--- config.mk ---
export PLATFORM = sky130hd
export DESIGN_NAME = des_initial_permutation_loader
export DESIGN_NICKNAME = d
export VERILOG_FILES = /design/src/rtl/des_initial_permutation_loader.sv
export SDC_FILE = /design/constraint.sdc
export NUM_CORES = 1
export LEC_CHECK = 0
export ABC_AREA = 0
export ABC_CLOCK_PERIOD_IN_PS = 3450
export CORE_MARGIN = 1.5
export CORE_UTILIZATION = 45
export DETAILED_ROUTE_END_ITERATION = 6
export HOLD_SLACK_MARGIN = 0.1
export PLACE_DENSITY = 0.7
export SYNTH_ARGS = -nofsm -noshare
export SYNTH_HDL_FRONTEND = slang
export SYNTH_SLANG_ARGS = --single-unit
--- constraint.sdc ---
create_clock -name i_clk -period 3.45 [get_ports i_clk]
set_input_delay 0.8625 -clock i_clk [delete_from_list [all_inputs] [get_ports i_clk]]
set_output_delay 0.8625 -clock i_clk [all_outputs]
set_load 0.02 [all_outputs]
--- src/rtl/des_initial_permutation_loader.sv ---
// Byte-serial DES input stage: assembles eight bytes into a 64-bit block, applies the
// Initial Permutation and holds L0/R0 in a registered output slot behind a valid/ready handshake.
module des_initial_permutation_loader #(
  parameter bit BYPASS_IP = 1'b0
) (
  input  logic        i_clk,
  input  logic        i_rst,
  input  logic [7:0]  i_byte,
  input  logic        i_byte_valid,
  output logic        o_byte_ready,
  input  logic        i_abort,
  output logic [31:0] o_left,
  output logic [31:0] o_right,
  output logic        o_valid,
  input  logic        i_ready,
  output logic [2:0]  o_count
);

  // Bytes 0..6 only; the eighth byte goes straight into the output slot.
  logic [55:0] asm_q;
  logic [2:0]  count_q;
  logic [63:0] block_full;
  logic [63:0] perm;
  logic        accept;
  logic        load;
  logic        drain;

  // Bit 0 of the bus is DES bit 1, so each byte lands MSB-first at the low index.
  function automatic logic [7:0] rev8(input logic [7:0] b);
    logic [7:0] r;
    for (int j = 0; j < 8; j++) r[j] = b[7-j];
    return r;
  endfunction

  function automatic logic [63:0] ip_perm(input logic [63:0] blk);
    logic [63:0] p;
    int          base;
    p = '0;
    for (int r = 0; r < 8; r++) begin
      base = (r < 4) ? (57 + 2 * r) : (56 + 2 * (r - 4));
      for (int c = 0; c < 8; c++) p[8*r+c] = blk[base-8*c];
    end
    return p;
  endfunction

  // NOTE: combinational outputs are plain continuous assigns; nothing here can infer a latch.
  assign o_byte_ready = !i_abort && !(count_q == 3'd7 && o_valid && !i_ready);
  assign accept       = i_byte_valid && o_byte_ready;
  assign load         = accept && (count_q == 3'd7);
  assign drain        = o_valid && i_ready;
  assign block_full   = {rev8(i_byte), asm_q};
  assign o_count      = count_q;

  if (BYPASS_IP) begin : g_bypass
    assign perm = block_full;
  end else begin : g_ip
    assign perm = ip_perm(block_full);
  end

  // NOTE: sequential state uses non-blocking assignments only, so every reader sees pre-edge values.
  always_ff @(posedge i_clk) begin
    if (i_rst) begin
      asm_q   <= '0;
      count_q <= '0;
      o_left  <= '0;
      o_right <= '0;
      o_valid <= 1'b0;
    end else begin
      if (i_abort) begin
        asm_q   <= '0;
        count_q <= '0;
      end else if (accept) begin
        if (count_q == 3'd7) begin
          count_q <= '0;
        end else begin
          count_q <= count_q + 3'd1;
          for (int n = 0; n < 7; n++)
            if (count_q == 3'(n)) asm_q[8*n +: 8] <= rev8(i_byte);
        end
      end

      // A load is only possible into an empty or draining slot, which the ready gate guarantees.
      if (load) begin
        o_left  <= perm[31:0];
        o_right <= perm[63:32];
        o_valid <= 1'b1;
      end else if (drain) begin
        o_valid <= 1'b0;
      end
    end
  end

endmodule

# [Yosys cells after proc, flatten, opt, wreduce, memory -nomap -nowiden]
# Index checks and enable logic that the tools add are counted.
# W data, S select, Z words.
[totals] romBits=0 ramBits=0 out_inout_bits=69 wordCells=42 latch_bits=0 mem_count=0 ff_bits=124 inputBits=13
[op_classes] div_mod_pow=0 add_sub_neg=1 n_mul=0 order_cmp=0 bitwise=1 reduce_logical=19 muxes=3 shifts=0 eq_ne=7
[ops] operator="$reduce_and A3 Y1" n=7
[ops] operator="$eq A3 B3 Y1 const B" n=4
[ops] operator="$eq A3 B2 Y1 const B" n=2
[ops] operator="$logic_and A1 B1 Y1" n=6
[ops] operator="$add A3 B1 Y3 const B" n=1
[ops] operator="$eq A3 B1 Y1 const B" n=1
[ops] operator="$logic_not A1 Y1" n=3
[ops] operator="$logic_not A3 Y1" n=1
[ops] operator="$mux W3" n=1
[ops] operator="$mux W1" n=2
[ops] operator="$reduce_bool A2 Y1" n=1
[ops] operator="$reduce_or A2 Y1" n=1
[ops] operator="$not A1 Y1" n=1

# [Depth between registers and ports, before layout]
# Gate-level depths: netlist of the first run.
[depth] depth_word=8 mapped_depth=7

# [Worst setup path after synthesis of the first run]
# OpenSTA, ideal clock, no wires.
[synth_timing] path_kind="register to output" from="register count_q[0] (netlist: o_count[0])" to="output port o_byte_ready" setup_slack_ns=1.179 path_stages_with_launch=5 arrival_ns=1.408 required_ns=2.588 cell_sequence="dfxtp_1 -> ha_1 -> ha_1 -> nand3b_1 -> nor2b_1"
[synth_between] elab_chain_cells=5
[synth_lines] item="start, declared" line="21" source="logic [2:0] count_q;"
[synth_lines] item="start signal, assigned" line="76" source="count_q <= count_q + 3'd1;"
[synth_lines] item="$eq A3 B3 Y1" line="47" source="assign o_byte_ready = !i_abort && !(count_q == 3'd7 && o_valid && !i_ready);"
[synth_lines] item="$logic_and A1 B1 Y1 (2 in series)" line="47"
[synth_lines] item="$logic_not A1 Y1" line="47"
[synth_lines] item="$logic_and A1 B1 Y1" line="47"
[synth_lines] item="end, declared" line="10" source="output logic o_byte_ready,"
# Every way passes these cells.

# [Final worst setup path of the first run]
# Ends and elaborated chain as after synthesis.

==> results of run 1 <==
==> power groups by stage <==
stage | Sequential (mW) | Combinational (mW) | Clock (mW)
CTS | 1.44 | 0.115 | 1.79
floorplan | 1.47 | 0.0736 | 0
detailed placement | 1.47 | 0.115 | 0
global placement | 1.47 | 0.114 | 0
global route | 1.44 | 0.123 | 1.86
finish | 1.44 | 0.114 | 1.76
==> worst max-delay path: stages (launching register included) <==
cell	delay [ns]
dfxtp_1	0.43
ha_1	0.21
ha_1	0.40
nand3b_1	0.22
nor2b_1	0.18
clkdlybuf4s50_1	0.53
==> metal layers <==
metal  wire length (um)  track usage
met1               5210        0.235
met2               4890        0.300
met3                520       0.0576
met4                 51       0.0538
met5                  0            0
==> logic make-up (layout without fill, tap and decap cells) <==
family,count (synthesis),count (layout),share of synthesized area
DFF,124,124,0.478
AOI/OAI and AO/OA,4,4,0.00482
buffers and inverters,34,122,0.0369
and+or+nand+nor,214,214,0.233
adders and majority gates,6,6,0.0145
muxes,121,121,0.233
==> cell type report <==
| cell class | count | area, um2 |
|---|---|---|
| Clock buffer | 21 | 480 |
| Sequential cell | 124 | 2480 |
| Timing Repair Buffer | 87 | 876 |
| Clock inverter | 11 | 116 |
| Tap cell | 143 | 179 |
| Multi-Input combinational cell | 345 | 2550 |
| Fill cell | 1001 | 4630 |
| Inverter | 3 | 11.3 |
==> synth_stat cells, drive strengths merged <==
cell,number
a211oi,1
dfxtp,124
clkbuf,17
nor4bb,1
inv,3
and2,1
mux2i,121
nand2,62
nor4b,1
a21oi,2
ha,6
and3,2
nand2b,129
nor2b,2
nor3b,1
nor2,9
or3,1
a21o,1
or2,1
nand3,3
buf,14
nand3b,1
==> path summary, 6_finish.rpt <==
kind,cells after the start,slack (ns),end
worst min-delay path,2,0.46,asm_q[7]
worst min register to register,2,0.46,asm_q[7]
worst max-delay path,5,0.20,o_byte_ready
worst max register to register,5,1.31,asm_q[3]
==> state kept, by name, summed over array words and instances (netlist names) <==
name / flops
o_valid: 1
asm_q: 56
o_count: 3
o_right: 32
o_left: 32
==> per-stage QoR <==
stage	hold slack, ns	total power [mW]	instance area (um2)	std cells	util
final	0.458	3.31	6690	734	0.591
after global routing	0.485	3.43	6690	734	0.591
after CTS	0.457	3.35	6690	734	0.591
after detailed placement	0.450	1.58	6100	702	0.538
after global placement	0.442	1.58	6100	702	0.538
after floorplan	0.435	1.54	5190	503	-
==> impl_metrics.py, run 1 <==
metrics = {
    "run_status": {
        "status": "completed",
    },
    "yosys": {
        "yosys.area.top_type": "dfxtp_1",
        "synth_top_area_share": 0.478,
        "ys_seq_area_frac": 0.478,
        "synth.net_count": 522,
        "syn_avg_cell_area_um2": 10.3,
        "synth_warnings": 0,
        "syn_area_um2": 5190,
        "synth_cells": 503,
        "synth_cell_types": 26,
        "synth.top_cells.by_area": "dfxtp_1 48%, mux2i_1 23%, nand2b_1 16%, nand2_1 4.3%, buf_6 1.5%",
        "synth_seq_cells": 124,
    },
    "place": {
        "dpl.hpwl_um": 6690,
        "place_ws_ns": 0.348,
        "io_buffer_count": 81,
        "gp_congestion": 0.714,
    },
    "die": {
        "die_h_um": 110,
        "start_util": 0.459,
        "rows": 39,
        "coreArea_um2": 11300,
        "boundaryPins": 82,
        "dieArea_um2": 12200,
        "die_w_um": 110,
    },
    "sta": {
        "post-route-period-util": 0.942,
        "fmax_ghz": 0.308,
        "tns_ns": 0,
        "worst_slack_ns": 0.200,
        "hold_violations": 0,
        "timing.slew.headroom": 0.606,
        "worstMarginPinSlew_ns": 0.591,
        "min_period_ns": 3.25,
        "drv_slew": 0,
        "setup_violations": 0,
        "fin_worst_skew_ns": 0.0133,
        "rsz0062_at_grt": "no",
    },
    "drt": {
        "ant_nets": 0,
        "wl_per_cell_um": 14.5,
        "firstDrtPassIters": 5,
        "drt_iter0_drc": 151,
        "vias": 3579,
        "drc": 0,
        "wirelength_um": 10700,
        "viasPerCell": 4.88,
    },
    "cts": {
        "cts_buffers": 17,
        "clk_pin_slew_worst_paths_ns": 0.05,
        "cts_max_path_buffers": 2,
        "cts_setup_buffers": 0,
        "cts-htree-levels": 4,
        "cts_root_buf": "clkbuf_16",
        "cts-hold-fix-buffers": 0,
        "cts_resized": 0,
        "cts_tree": "yes",
        "clock_latency_ns": 0.41,
        "clock-sinks": 124,
    },
    "grt": {
        "grt.total_usage": 0.184,
        "grt_max_degree": 65,
        "antenna_found_initial": 0,
        "grt_pass1_wl_um": 17900,
        "grt_pass1_vias": 3682,
        "grt-ovfl-total": 0,
    },
    "finish": {
        "num_antenna_cells": 0,
        "final_common_cell": "nand2b_1",
        "synthToLayoutAreaGrowth_pct": 28.9,
        "nets": 597,
        "final_cell_mix": "129 x nand2b_1, 124 x dfxtp_1, 121 x mux2i_1",
        "layout-drive-gt1-share": 0.0863,
    },
    "power": {
        "pwr-share-comb": 0.034,
        "max-vdd-ir-drop_mv": 0.235,
        "netSwitchingFraction": 0.208,
        "p_leak_nw": 2.46,
        "seqPwrFrac": 0.434,
        "power.density_nw_per_um2": 495,
        "power.switching_mw": 0.690,
        "pwr-share-clk": 0.531,
        "p_int_mw": 2.62,
    },
    "setup_path": {
        "critPathLaunch": "o_count[0]",
        "end_kind": "output port",
        "criticalPathCategory": "reg -> out",
        "setup.worst_path.start_class": "register",
        "r2r-start": "o_count[0]",
        "critPathMaxFanout": 7,
        "required_ns": 2.59,
        "cp.arrival_ns": 2.39,
    },
    "min_path": {
        "hold_start": "asm_q[7]",
        "worst_hold_path_type": "reg -> reg",
    },
    "run": {
        "cap_violations": 0,
    },
}
(Power assumes the default switching activity.)
==> run 2: changes to the inputs <==
- ABC_CLOCK_PERIOD_IN_PS: 3450 -> not set
- PLACE_DENSITY: 0.7 -> 0.72
- RECOVER_POWER: not set -> 50
- clock period: 3.45 -> 2.7 ns (I/O delays scaled with it)
==> impl_metrics.py, run 2 (synthesis results as in run 1) <==
metrics = {
    "run_status": {
        "status": "completed",
    },
    "die": {
        "boundaryPins": 82,
        "start_util": 0.459,
        "rows": 39,
        "die_h_um": 110,
        "coreArea_um2": 11300,
        "die_w_um": 110,
        "dieArea_um2": 12200,
    },
    "sta": {
        "fmax_ghz": 0.401,
        "min_period_ns": 2.49,
        "whs_ns": 0.457,
        "setup_violations": 0,
        "worstMarginPinSlew_ns": 0.931,
        "timing.slew.headroom": 0.379,
        "tns_ns": 0,
        "drv_slew": 0,
        "fin_worst_skew_ns": 0.00529,
        "rsz0062_at_grt": "no",
        "post-route-period-util": 0.924,
        "hold_violations": 0,
    },
    "finish": {
        "synthToLayoutAreaGrowth_pct": 28.8,
        "layout-drive-gt1-share": 0.0739,
        "final_cell_mix": "129 x nand2b_1, 124 x dfxtp_1, 121 x mux2i_1",
        "largest_registers": "asm_q: 56 flops, o_left: 32 flops, o_right: 32 flops",
        "largest_register_ffs": 56,
        "nets": 601,
        "num_antenna_cells": 0,
        "largest-register": "asm_q",
        "final_common_cell": "nand2b_1",
    },
    "cts": {
        "cts_max_path_buffers": 2,
        "cts_buffers": 17,
        "cts_tree": "yes",
        "cts_setup_buffers": 0,
        "clock-sinks": 124,
        "clk_pin_slew_worst_paths_ns": 0.05,
        "cts-htree-levels": 4,
        "cts_root_buf": "clkbuf_16",
        "clock_latency_ns": 0.40,
    },
    "drt": {
        "ant_nets": 0,
        "drt_iter0_drc": 160,
        "drc": 0,
        "viasPerCell": 4.83,
        "vias": 3568,
        "wirelength_um": 10500,
        "firstDrtPassIters": 4,
        "wl_per_cell_um": 14.2,
    },
    "power": {
        "power.density_nw_per_um2": 629,
        "max-vdd-ir-drop_mv": 0.463,
        "power_mw": 4.21,
        "p_leak_nw": 2.63,
    },
    "setup_path": {
        "setup.worst_path.start_class": "input port",
        "required_ns": 3.03,
        "cp.arrival_ns": 2.82,
        "critPathMaxFanout": 29,
        "end_kind": "register",
        "criticalPathCategory": "in -> reg",
    },
    "grt": {
        "grt-ovfl-total": 0,
        "grt_max_degree": 91,
        "antenna_found_initial": 0,
        "grt.total_usage": 0.182,
        "grt_pass1_wl_um": 17900,
        "grt_pass1_vias": 3700,
    },
    "run": {
        "cap_violations": 0,
    },
    "place": {
        "io_buffer_count": 81,
        "dpl.hpwl_um": 6680,
        "gp_congestion": 0.744,
    },
    "min_path": {
        "worst_hold_path_type": "reg -> reg",
    },
}
-- run 2: changes by cell type in the layout (fill, tap and decap cells not counted), moves of 3 or more --
cell,change
clkbuf_1,+4
dlygate4sd3_1,+41
clkdlybuf4s50_1,-42
clkinvlp_4,-3
-- run 2: repair_timing --
item                                    in CTS  in global routing
endpoints found under the setup margin       1                  0
resized for setup                            1                  0
hold buffers                                 0                  0
-- run 2: worst paths after layout --
check	endpoint	slack, ns	startpoint	depth (start not counted)
worst max-delay path	o_right[4]	0.21	i_abort	6
worst min-delay path	asm_q[53]	0.46	asm_q[53]	2
worst max register to register	asm_q[10]	0.29	o_count[0]	6
worst min register to register	asm_q[53]	0.46	asm_q[53]	2
-- run 2: power breakdown --
part | switching (mW) | internal, mW | leakage (nW)
Sequential | 0.00418 | 1.84 | 0.999
Clock | 0.751 | 1.47 | 0.297
Combinational | 0.0734 | 0.0676 | 1.33
-- run 2: worst max-delay path, stage by stage --
cell and delay [ns]:
clkdlybuf4s50_1 0.42, buf_4 0.17, nor2b_1 0.26, and3_1 0.73
buf_12 0.31, mux2i_1 0.22
-- run 2: layer usage --
| metal | GRT usage | wire, um | vias to the layer above |
|---|---|---|---|
| li1 | - | - | 1804 |
| met1 | 0.229 | 5090 | 1686 |
| met2 | 0.298 | 4930 | 72 |
| met3 | 0.0593 | 401 | 6 |
| met4 | 0.0556 | 78 | 0 |
| met5 | 0 | 0 | - |
-- run 2: area by class of cell --
cell class | instances | area, um2
Tap cell | 143 | 179
Timing Repair Buffer | 91 | 921
Clock buffer | 25 | 505
Multi-Input combinational cell | 345 | 2500
Clock inverter | 7 | 85.1
Fill cell | 996 | 4630
Inverter | 3 | 11.3
Sequential cell | 124 | 2480
-- run 2: stage by stage --
stage / instances / setup WS, ns / utilization / area [um2]
4_1_cts: 738 / 0.208 / 0.595 / 6740
3_3_place_gp: 706 / 0.0261 / 0.543 / 6150
2_1_floorplan: 503 / 0.617 / - / 5190
5_1_grt: 738 / 0.101 / 0.591 / 6690
3_5_place_dp: 706 / 0.0333 / 0.543 / 6150
6_report: 738 / 0.205 / 0.591 / 6690
